--- src/rtl/id_stage.sv ---
// RV32I decode stage: immediate generation, write-back bypass, load-use stall,
// JAL resolution in ID, and the registered EX bundle with mispredict squash.
module id_stage (
  input  logic        clk,
  input  logic        rst,
  input  logic [31:0] id_pc,
  input  logic [31:0] id_inst,
  input  logic        ex_br_mispred,
  input  logic [31:0] rf_rs1_data,
  input  logic [31:0] rf_rs2_data,
  input  logic        wb_we,
  input  logic [4:0]  wb_rd,
  input  logic [31:0] wb_data,
  output logic [4:0]  id_rs1,
  output logic [4:0]  id_rs2,
  output logic        id_stall,
  output logic        id_target_taken,
  output logic [31:0] id_target,
  output logic        ex_valid,
  output logic [31:0] ex_pc,
  output logic [31:0] ex_inst,
  output logic [31:0] ex_rs1_data,
  output logic [31:0] ex_rs2_data,
  output logic [31:0] ex_imm
);

  localparam logic [31:0] NOP_INST  = 32'h0000_0013;
  localparam logic [6:0]  OP_LOAD   = 7'b0000011;
  localparam logic [6:0]  OP_IMM    = 7'b0010011;
  localparam logic [6:0]  OP_JALR   = 7'b1100111;
  localparam logic [6:0]  OP_STORE  = 7'b0100011;
  localparam logic [6:0]  OP_BRANCH = 7'b1100011;
  localparam logic [6:0]  OP_LUI    = 7'b0110111;
  localparam logic [6:0]  OP_AUIPC  = 7'b0010111;
  localparam logic [6:0]  OP_JAL    = 7'b1101111;
  localparam logic [6:0]  OP_REG    = 7'b0110011;

  logic        id_valid_q, id_valid_d;
  logic        ex_valid_q, ex_valid_d;
  logic [31:0] ex_pc_q, ex_pc_d;
  logic [31:0] ex_inst_q, ex_inst_d;
  logic [31:0] ex_rs1_data_q, ex_rs1_data_d;
  logic [31:0] ex_rs2_data_q, ex_rs2_data_d;
  logic [31:0] ex_imm_q, ex_imm_d;

  logic [6:0]  opcode;
  logic [31:0] imm_i, imm_s, imm_b, imm_u, imm_j;
  logic [31:0] id_imm;
  logic        rs1_used, rs2_used;
  logic [31:0] rs1_val, rs2_val;
  logic [4:0]  ex_rd;
  logic        ex_is_load;
  logic        load_use;
  logic        bubble;

  assign opcode = id_inst[6:0];
  assign id_rs1 = id_inst[19:15];
  assign id_rs2 = id_inst[24:20];

  assign imm_i = {{21{id_inst[31]}}, id_inst[30:20]};
  assign imm_s = {{21{id_inst[31]}}, id_inst[30:25], id_inst[11:7]};
  assign imm_b = {{20{id_inst[31]}}, id_inst[7], id_inst[30:25], id_inst[11:8], 1'b0};
  assign imm_u = {id_inst[31:12], 12'b0};
  assign imm_j = {{12{id_inst[31]}}, id_inst[19:12], id_inst[20], id_inst[30:21], 1'b0};

  always_comb begin
    id_imm = 32'd0;
    case (opcode)
      OP_LOAD, OP_IMM, OP_JALR: id_imm = imm_i;
      OP_STORE:                 id_imm = imm_s;
      OP_BRANCH:                id_imm = imm_b;
      OP_LUI, OP_AUIPC:         id_imm = imm_u;
      OP_JAL:                   id_imm = imm_j;
      default:                  id_imm = 32'd0;
    endcase
  end

  assign rs1_used = (opcode != OP_LUI) && (opcode != OP_AUIPC) && (opcode != OP_JAL);
  assign rs2_used = (opcode == OP_REG) || (opcode == OP_STORE) || (opcode == OP_BRANCH);

  always_comb begin
    rs1_val = rf_rs1_data;
    rs2_val = rf_rs2_data;
    if (id_rs1 == 5'd0)                    rs1_val = 32'd0;
    else if (wb_we && (wb_rd == id_rs1))   rs1_val = wb_data;
    if (id_rs2 == 5'd0)                    rs2_val = 32'd0;
    else if (wb_we && (wb_rd == id_rs2))   rs2_val = wb_data;
  end

  // The loaded value only exists after MEM, so a dependent in ID must wait one slot.
  assign ex_rd      = ex_inst_q[11:7];
  assign ex_is_load = (ex_inst_q[6:0] == OP_LOAD);
  assign load_use   = ex_valid_q && ex_is_load && (ex_rd != 5'd0) &&
                      ((rs1_used && (ex_rd == id_rs1)) || (rs2_used && (ex_rd == id_rs2)));

  assign id_stall        = id_valid_q && load_use && !ex_br_mispred;
  assign id_target       = id_pc + imm_j;
  assign id_target_taken = id_valid_q && (opcode == OP_JAL) && !ex_br_mispred && !id_stall;

  assign bubble = ex_br_mispred || id_stall || !id_valid_q;

  always_comb begin
    id_valid_d    = 1'b1;
    ex_valid_d    = 1'b0;
    ex_pc_d       = 32'd0;
    ex_inst_d     = NOP_INST;
    ex_rs1_data_d = 32'd0;
    ex_rs2_data_d = 32'd0;
    ex_imm_d      = 32'd0;
    if (!bubble) begin
      ex_valid_d    = 1'b1;
      ex_pc_d       = id_pc;
      ex_inst_d     = id_inst;
      ex_rs1_data_d = rs1_val;
      ex_rs2_data_d = rs2_val;
      ex_imm_d      = id_imm;
    end
  end

  always_ff @(posedge clk or posedge rst) begin
    if (rst) begin
      id_valid_q    <= 1'b0;
      ex_valid_q    <= 1'b0;
      ex_pc_q       <= 32'd0;
      ex_inst_q     <= NOP_INST;
      ex_rs1_data_q <= 32'd0;
      ex_rs2_data_q <= 32'd0;
      ex_imm_q      <= 32'd0;
    end else begin
      id_valid_q    <= id_valid_d;
      ex_valid_q    <= ex_valid_d;
      ex_pc_q       <= ex_pc_d;
      ex_inst_q     <= ex_inst_d;
      ex_rs1_data_q <= ex_rs1_data_d;
      ex_rs2_data_q <= ex_rs2_data_d;
      ex_imm_q      <= ex_imm_d;
    end
  end

  assign ex_valid    = ex_valid_q;
  assign ex_pc       = ex_pc_q;
  assign ex_inst     = ex_inst_q;
  assign ex_rs1_data = ex_rs1_data_q;
  assign ex_rs2_data = ex_rs2_data_q;
  assign ex_imm      = ex_imm_q;

endmodule

--- config.mk ---
export PLATFORM = sky130hd
export DESIGN_NAME = id_stage
export DESIGN_NICKNAME = d
export VERILOG_FILES = /design/src/rtl/id_stage.sv
export SDC_FILE = /design/constraint.sdc
export NUM_CORES = 1
export LEC_CHECK = 0
export ABC_AREA = 1
export BUFFER_PORTS_ARGS = -buffer_cell sky130_fd_sc_hd__buf_2
export CORE_MARGIN = 2
export CORE_UTILIZATION = 40
export DETAILED_ROUTE_END_ITERATION = 10
export GPL_TIMING_DRIVEN = 0
export PLACE_DENSITY = 0.69
export REMOVE_ABC_BUFFERS = 1
export SETUP_SLACK_MARGIN = 0.1
export SYNTH_ARGS = -nofsm -noshare
export SYNTH_HDL_FRONTEND = slang
export SYNTH_SLANG_ARGS = --single-unit
--- constraint.sdc ---
create_clock -name clk -period 5.6 [get_ports clk]
set_input_delay 0.56 -clock clk [delete_from_list [all_inputs] [get_ports clk]]
set_output_delay 0.56 -clock clk [all_outputs]
set_load 0.02 [all_outputs]
# After elaboration in Yosys (flattened, before gate mapping)
# Index checks and enable logic that the tools add are counted.
[word_totals] register_bits=162 out_inout_bits=205 in_bits=169 wordCells=63
[op_classes] add_sub_neg=1 n_reduce_logical=27 mux=11 eq_ne=17
[op_table] cell="$mux 32" n=9
[op_table] cell="$pmux 32 s5" n=1
[op_table] cell="$add 32x32->32" n=1
[op_table] cell="$eq 7x6->1 const B" n=3
[op_table] cell="$eq 7x7->1 const B" n=3
[op_table] cell="$eq 5x5->1" n=4
[op_table] cell="$eq 7x2->1 const B" n=2
[op_table] cell="$eq 7x5->1 const B" n=2
[op_table] cell="$logic_and 1x1->1" n=14
[op_table] cell="$logic_not 5->1" n=2
[op_table] cell="$ne 7x5->1 const B" n=1
[op_table] cell="$ne 7x6->1 const B" n=1
[op_table] cell="$ne 7x7->1 const B" n=1
[op_table] cell="$logic_or 1x1->1" n=5
[op_table] cell="$reduce_bool 5->1" n=1
[op_table] cell="$logic_not 1->1" n=3
[op_table] cell="$reduce_or 3->1" n=1
[op_table] cell="$reduce_or 2->1" n=1
[op_table] cell="$mux 1" n=1

# Longest topological paths before layout
# Gate-level depths: netlist of run 1.
[logic_depth] ltp_word=11 ltp_mapped=13 ltp_nobuf=12

# Least setup slack after synthesis of run 1
# Ideal clock, no wire load.
[synth_path] kind="input port to output port" startpoint="input id_pc[1]" endpoint="output id_target[13]" t_arrival_ps=2061 setup_slack_ps=2979 n_path_buf=0 t_required_ps=5040 stages=9 cell_sequence="ha_1 -> fa_1 -> nand3_1 -> nand3_1 -> nand2_1 -> nand2_1 -> nand2_1 -> nand2_1 -> xor2_1"
[synth_between] elab_chain_cells=1
[synth_rtl] item="from (decl)" line_no="6" source="input logic [31:0] id_pc,"
[synth_rtl] item="$add 32x32->32" line_no="97" source="assign id_target = id_pc + imm_j;"
[synth_rtl] item="to (decl)" line_no="18" source="output logic [31:0] id_target,"
# Every way passes these cells.

# Worst setup path in the final report of run 1
[layout_path] startpoint="input id_inst[2]" endpoint="output id_target_taken"
[layout_between] elab_chain_cells=10 word_cells_on_any_way=21 cone_classes="eq/ne: 7; reduce/logical: 14"
[layout_rtl] item="from (decl)" line_no="7" source="input logic [31:0] id_inst,"
[layout_rtl] item="$ne 7x6->1, or another cell as far along" line_no="78" source="assign rs1_used = (opcode != OP_LUI) && (opcode != OP_AUIPC) && (opcode != OP_JAL);"
[layout_rtl] item="$logic_and 1x1->1 or $logic_or 1x1->1 (tied branches) (2 in series)" line_no="78, 79"
[layout_rtl] item="$logic_and 1x1->1" line_no="94" source="((rs1_used && (ex_rd == id_rs1)) || (rs2_used && (ex_rd == id_rs2)));"
[layout_rtl] item="$logic_or 1x1->1" line_no="94"
[layout_rtl] item="$logic_and 1x1->1" line_no="93" source="assign load_use = ex_valid_q && ex_is_load && (ex_rd != 5'd0) &&"
[layout_rtl] item="$logic_and 1x1->1 (2 in series)" line_no="96" source="assign id_stall = id_valid_q && load_use && !ex_br_mispred;"
[layout_rtl] item="$logic_not 1->1" line_no="98" source="assign id_target_taken = id_valid_q && (opcode == OP_JAL) && !ex_br_mispred && !id_stall;"
[layout_rtl] item="$logic_and 1x1->1 *" line_no="98"
[layout_rtl] item="to (decl)" line_no="17" source="output logic id_target_taken,"
# Mark *: on every way between the ends. The rest lies on a longest branch, timed or not.

==> reports/results.ini, run 1 <==
[status]
outcome=completed

[worst_setup_path]
endpoint_kind=output port
cp_num_cells=13
crit_chain=buf_2 > inv_1 > nor2_1 > nand3_2 > nand2_4 > inv_2 > nand2_1 > nand2_2 > nand2_4 > nand2_8 > buf_16 > nor2_2 > buf_2
cp-start-kind=input port
slowest_stage=buf_16
crit_type=input port to output port
reg2reg_depth=9
crit_fanout=83
path_delay_family=simple AND/OR/NAND/NOR gates
crit_arrival_ns=2.77
required_ns=5.04
crit_buf_inv=5
slowest_delay_ns=0.38

[floorplan]
dieArea_um2=26900
core-area_um2=25200
initial_core_util_pct=40.6
die_h_um=164
pin_count=374
dieWidth_um=164
placementRows=58

[cts]
ctsRootBufferMaster=clkbuf_16
cts_htree_levels=4
cts.repair.resized=0
cts_buffer_depth=2
postCtsHoldBufs=0
cts.clk_slew.worst_paths_ns=0.08
numCtsBuffers=17
cts_tree=built
clk_latency_ns=0.43
cts.sinks=162
post_cts_buffers=0

[logic_synthesis]
yosysUniqueCellTypes=37
synthCells=1348
synth.avg_cell_area_um2=7.59
ys_seq_area_share_pct=39.6
synthArstFlopShare_pct=100
netlist_area_um2=10200
yosys_register_bits=162
ys.flop_type=dfrtp_1
synth-edff-count=0
yosysWarningCount=0

[sta]
finalHoldViolCount=0
finalCriticalPeriod_ns=3.33
fin_crit_sh_pct=59.4
fmax_ghz=0.300
fin_ws_ns=2.27
slew_headroom_pct=33.0
worst_slew_pin_slew_ns=1.00
slew_viol_final=0
rsz0062_at_grt=false
finClkSkew_ns=0.0134
report.final.setup_viol=0

[route]
vias_per_cell=4.86
routed_wl_um=33400
drc=0
route.antenna.remaining_nets=0
wire_per_inst_um=16.4
dr.pass1.iters=6
vias=9867
drtIter0Drc=903

[placement]
io_buffers=373
dp_hpwl_um=25700
gp_congestion=0.902
place_ws_ns=1.82

[cells_and_area]
mostFrequentLayoutCell=buf_2
fill_cells=2481
final_cell_mix=buf_2 (373), nand2_1 (314), inv_1 (256)
drive_above_1_share_pct=32.2
fin_nets=1886
syn_to_final_growth_pct=25.3

[power]
ir_drop_mv=0.179
p_leak_nw=7.73
p_per_area_nw_per_um2=248
p_total_w=0.00319

[hold_path]
hp-class=input port to asynchronous set/reset pin

[grt]
grt_max_degree=86
grt_pass1_vias=9693
antenna_found_initial=3
grt_pass1_wl_um=50900
track_usage_pct=24.6
grt_remaining_overflow=0

[flow_run]
cap_viol_max_count=0

[state kept, by name, indices dropped and copies added (netlist names)]
| signal | count |
|---|---|
| ex_rs2_data | 32 |
| ex_inst | 32 |
| ex_rs1_data | 32 |
| id_valid_q | 1 |
| ex_valid | 1 |
| ex_imm | 32 |
| ex_pc | 32 |
[worst register-to-register path: stages (launching register included)]
cell and delay [ns]:
dfstp_2 0.53, nand2_1 0.05, nor3_1 0.12, nand4_1 0.18, nor2_1 0.22, nand2_4 0.13, nand2_8 0.34, buf_16 0.44
buf_16 0.43, nor2_1 0.20
[synthesized netlist by cell type (2+ instances only)]
library cell / number / area [µm²]
clkbuf_1: 25 / 93.8
o21ai_0: 4 / 20.0
inv_2: 12 / 45.0
nor3b_1: 2 / 15.0
nand2_1: 314 / 1180
nand3b_1: 2 / 15.0
xnor2_1: 6 / 52.6
o21bai_1: 3 / 22.5
dfrtp_1: 159 / 3980
nor2_1: 132 / 495
o21a_1: 2 / 15.0
buf_4: 11 / 82.6
buf_6: 9 / 101
nand2_4: 4 / 45.0
o22ai_1: 4 / 25.0
and3_1: 2 / 12.5
nand3_1: 103 / 515
inv_1: 257 / 965
ha_1: 30 / 375
buf_12: 7 / 140
a21oi_1: 36 / 180
nand4_1: 68 / 425
buf_2: 7 / 35.0
nor2_4: 70 / 788
nor3_1: 17 / 85.1
xor2_1: 17 / 149
nand2_2: 3 / 18.8
dfstp_2: 3 / 78.8
nor2_2: 31 / 194
[final cells by class]
cell class | instances | area, µm² | area share [%]
Multi-Input combinational cell | 856 | 4760 | 37.1
Sequential cell | 162 | 4060 | 31.6
Timing Repair Buffer | 379 | 1990 | 15.5
Inverter | 270 | 1020 | 7.96
Clock buffer | 18 | 439 | 3.42
Tap cell | 330 | 413 | 3.22
Clock inverter | 14 | 134 | 1.04
Antenna cell | 3 | 7.51 | 0.0585
[layer usage]
metal  global-route usage (%)  part of all wire [%]  up-vias
met5                        0                     0        -
met4                     10.6                   4.0        0
met3                     5.48                   7.3       76
met2                     43.1                    50      420
met1                     28.9                    39     4578
li1                         -                     -     4793
[power breakdown]
part           leakage (nW)  internal (W)  switching [W]  total (W)
sequential             2.18       0.00121      0.0000133    0.00122
combinational          5.27      0.000250       0.000547   0.000797
clock                 0.279      0.000605       0.000563    0.00117
total                  7.73       0.00206        0.00112    0.00319
[per-stage QoR]
| stage | TNS [ns] | instances | util, % | hold WS (ns) | cell area [µm²] |
|---|---|---|---|---|---|
| after floorplan | 0 | 1288 | - | 0.640 | 9770 |
| after global placement | -195.06 | 1991 | 47.8 | 0.756 | 12000 |
| after detailed placement | 0 | 1997 | 48.6 | 0.662 | 12200 |
| after CTS | 0 | 2029 | 50.8 | 0.198 | 12800 |
| after global routing | 0 | 2031 | 50.9 | 0.220 | 12800 |
| final | 0 | 2032 | 50.9 | 0.182 | 12800 |
[kinds of logic (layout without fill, tap and decap cells)]
group           count (synthesis)  count (layout)  share of synthesized area (%)
simple gates                  751             751                           37.4
buf+inv                       330             681                           14.5
flops                         162             162                           39.6
compound gates                 50              50                           2.64
fa+ha+maj                      31              31                           3.86
xor+xnor                       23              23                           1.97
other cells                     1               4                         0.0366
[path summary, 6_finish.rpt]
kind / startpoint / slack (ns) / end
setup reg to reg: ex_inst[1] / 2.85 / ex_inst[19]
min in group clk: id_inst[0] / 0.33 / ex_inst[0]
max in group asynchronous: rst / 4.59 / ex_pc[26]
hold reg to reg: id_valid_q / 0.80 / ex_inst[29]
hold / removal: rst / 0.18 / ex_pc[0]
setup / recovery: id_inst[2] / 2.27 / id_target_taken
Note: power is estimated with default switching activity, not from simulation.
==> run 2, diff against run 1 <==
- PLACE_DENSITY: 0.69 -> 0.71
- clock period: 5.6 -> 2.95 ns (I/O delays scaled with it)
==> run 2 against run 1 <==
Net effect: critical path depth down 4; cell area is 0.82% higher; first-iteration DRC count is 17% lower; total power rose by 94%; sequential share of layout area fell by 0.26 points; hold slack worse by 0.11 ns; critical endpoint is now ex_rs2_data[27]; largest cell class unchanged; highest routed layer is now met5.
==> reports/results.ini, run 2 (same netlist as run 1, synthesis figures left out) <==
[hold_path]
min_from=id_inst[1]
hp-class=input port to flop

[power]
seq_power_share_pct=37.6  ; -0.7 points
netSwitchingFraction_pct=33.9  ; -1.4 points
switching_power_w=0.00209  ; +86%
comb_power_share_pct=24.5  ; -0.5 points
intPower_w=0.00408  ; +98%
ir_drop_mv=0.266  ; +49%
p_per_area_nw_per_um2=478  ; +92%
clkPwrFrac_pct=37.9  ; +1.2 points
p_leak_nw=7.78  ; +0.67%

[route]
routed_wl_um=33300  ; -0.24%
dr.pass1.iters=6  ; unchanged
vias_per_cell=4.87  ; +0.20%
route.antenna.remaining_nets=0  ; unchanged
wire_per_inst_um=16.4  ; -0.44%
drc=0  ; unchanged
vias=9906  ; +0.40%
drtIter0Drc=747  ; -17%

[placement]
place_ws_ns=-0.759  ; -2.58 ns
dpl.cell_count=1997  ; unchanged
io_buffers=373  ; unchanged
dp_hpwl_um=25400  ; -1.4%
gp_congestion=0.928  ; +2.9%
placed_area_um2=12200  ; about the same

[grt]
grt_remaining_overflow=0  ; unchanged
antenna_found_initial=4  ; +1
grt_pass1_vias=9577  ; -1.2%
grt_pass1_wl_um=51000  ; about the same
use_met2_pct=43.5  ; +0.36 points
grtUsageMet1_pct=29.6  ; +0.69 points
grt_max_degree=84  ; -2.3%
grt.met3_usage_pct=5.00  ; -0.48 points
busiest_layer=met2
track_usage_pct=24.6  ; about the same

[sta]
finalHoldViolCount=0  ; unchanged
finClkSkew_ns=0.0147  ; +0.00131 ns
fin_crit_sh_pct=93.0
fmax_ghz=0.364
slew_viol_final=0  ; unchanged
finalCriticalPeriod_ns=2.74
setup_tns_ns=0  ; unchanged
worst_slew_pin_slew_ns=0.995  ; -0.00816 ns
report.final.setup_viol=0  ; unchanged
fin_ws_ns=0.206  ; -2.06 ns
slew_headroom_pct=33.5  ; +0.55 points
rsz0062_at_grt=false
hold_slack_ns=0.0764  ; -0.106 ns

[status]
outcome=completed

[cells_and_area]
fin_nets=1889  ; +0.16%
final_area_um2=12900  ; +0.82%
drive_above_1_share_pct=32.2  ; about the same
stdcell_count=2036  ; +0.20%
mostFrequentLayoutCell=buf_2
syn_to_final_growth_pct=26.4
fill_cells=2476  ; -0.20%
final_cell_mix=buf_2 (373), nand2_1 (314), inv_1 (256)

[worst_setup_path]
rr_startpoint=ex_inst[1]
startpoint=id_inst[20]
required_ns=3.31  ; -1.73 ns
crit_fanout=33  ; -60%
crit_type=input port to flop
cp-start-kind=input port
endpoint_kind=flop
crit_arrival_ns=3.10  ; +0.33 ns

[floorplan]
dieArea_um2=26900  ; unchanged
core-area_um2=25200  ; unchanged
die_h_um=164  ; unchanged
initial_core_util_pct=40.6  ; unchanged
pin_count=374  ; unchanged
placementRows=58  ; unchanged
dieWidth_um=164  ; unchanged

[cts]
post_cts_buffers=0  ; unchanged
cts.clk_slew.worst_paths_ns=0.07  ; about the same
numCtsBuffers=17  ; unchanged
cts.sinks=162  ; unchanged
cts_tree=built
ctsRootBufferMaster=clkbuf_16
cts_buffer_depth=2  ; unchanged
clk_latency_ns=0.42  ; about the same
cts_htree_levels=4  ; unchanged

[flow_run]
cap_viol_max_count=0  ; unchanged

==> run 2: cell types whose count changed in the layout (fill, tap and decap cells not counted), sizes merged, moves of 2 or more <==
cell / change
bufinv: +2
clkinv: +4
clkinvlp: -2
inv: -5
==> run 2: path summary, 6_finish.rpt <==
path | endpoint | slack, ns | cells past startpoint
worst max-delay path | ex_rs2_data[27] | 0.21 | 9
min in group asynchronous | ex_pc[0] | 0.47 | 3
worst min-delay path | ex_inst[1] | 0.08 | 3
max in group asynchronous | ex_pc[30] | 1.66 | 4
worst max register to register | ex_pc[26] | 0.83 | 8
worst min register to register | ex_inst[29] | 0.87 | 4
==> run 2: per-layer routing <==
layer | vias up | wire length [µm]
met4 | 4 | 961
met5 | - | 24
li1 | 4802 | -
met2 | 450 | 16700
met1 | 4591 | 13100
met3 | 59 | 2500
==> run 2: layout make-up <==
class	instances	area (µm²)	area share, %
timing repair buffer	381	2040	15.8
inverter	270	1020	7.89
multi-input combinational	857	4780	36.9
clock buffer	19	443	3.42
tap	330	413	3.19
clock inverter	13	169	1.31
sequential	162	4060	31.4
antenna	4	10.0	0.0774
==> run 2: worst max-delay path: stages <==
cell and delay, ns:
buf_2 0.28, inv_2 0.14, nand2_1 0.10, nand2_1 0.08, nor2_4 0.72, nand3_2 0.83
nand2_1 0.35, nand3_1 0.17, nor2_4 0.11
==> run 2: power groups by stage <==
| stage | combinational (W) | clock [W] | sequential [W] |
|---|---|---|---|
| floorplan | 0.000827 | 0 | 0.00246 |
| global placement | 0.00147 | 0 | 0.00236 |
| CTS | 0.00152 | 0.00239 | 0.00232 |
| detailed placement | 0.00150 | 0 | 0.00236 |
| global route | 0.00167 | 0.00248 | 0.00233 |
| finish | 0.00152 | 0.00234 | 0.00232 |
==> run 2: through the flow <==
| stage | power, W | util [%] |
|---|---|---|
| 2_1_floorplan | 0.00329 | - |
| 3_3_place_gp | 0.00383 | 47.8 |
| 3_5_place_dp | 0.00386 | 48.6 |
| 4_1_cts | 0.00623 | 51.3 |
| 5_1_grt | 0.00647 | 51.3 |
| 6_report | 0.00618 | 51.4 |
==> run 2: timing repair <==
item	in CTS	in global routing
hold buffers	1	0
resized for setup	2	0
hold endpoints to repair	76	0
setup endpoints to repair	65	0
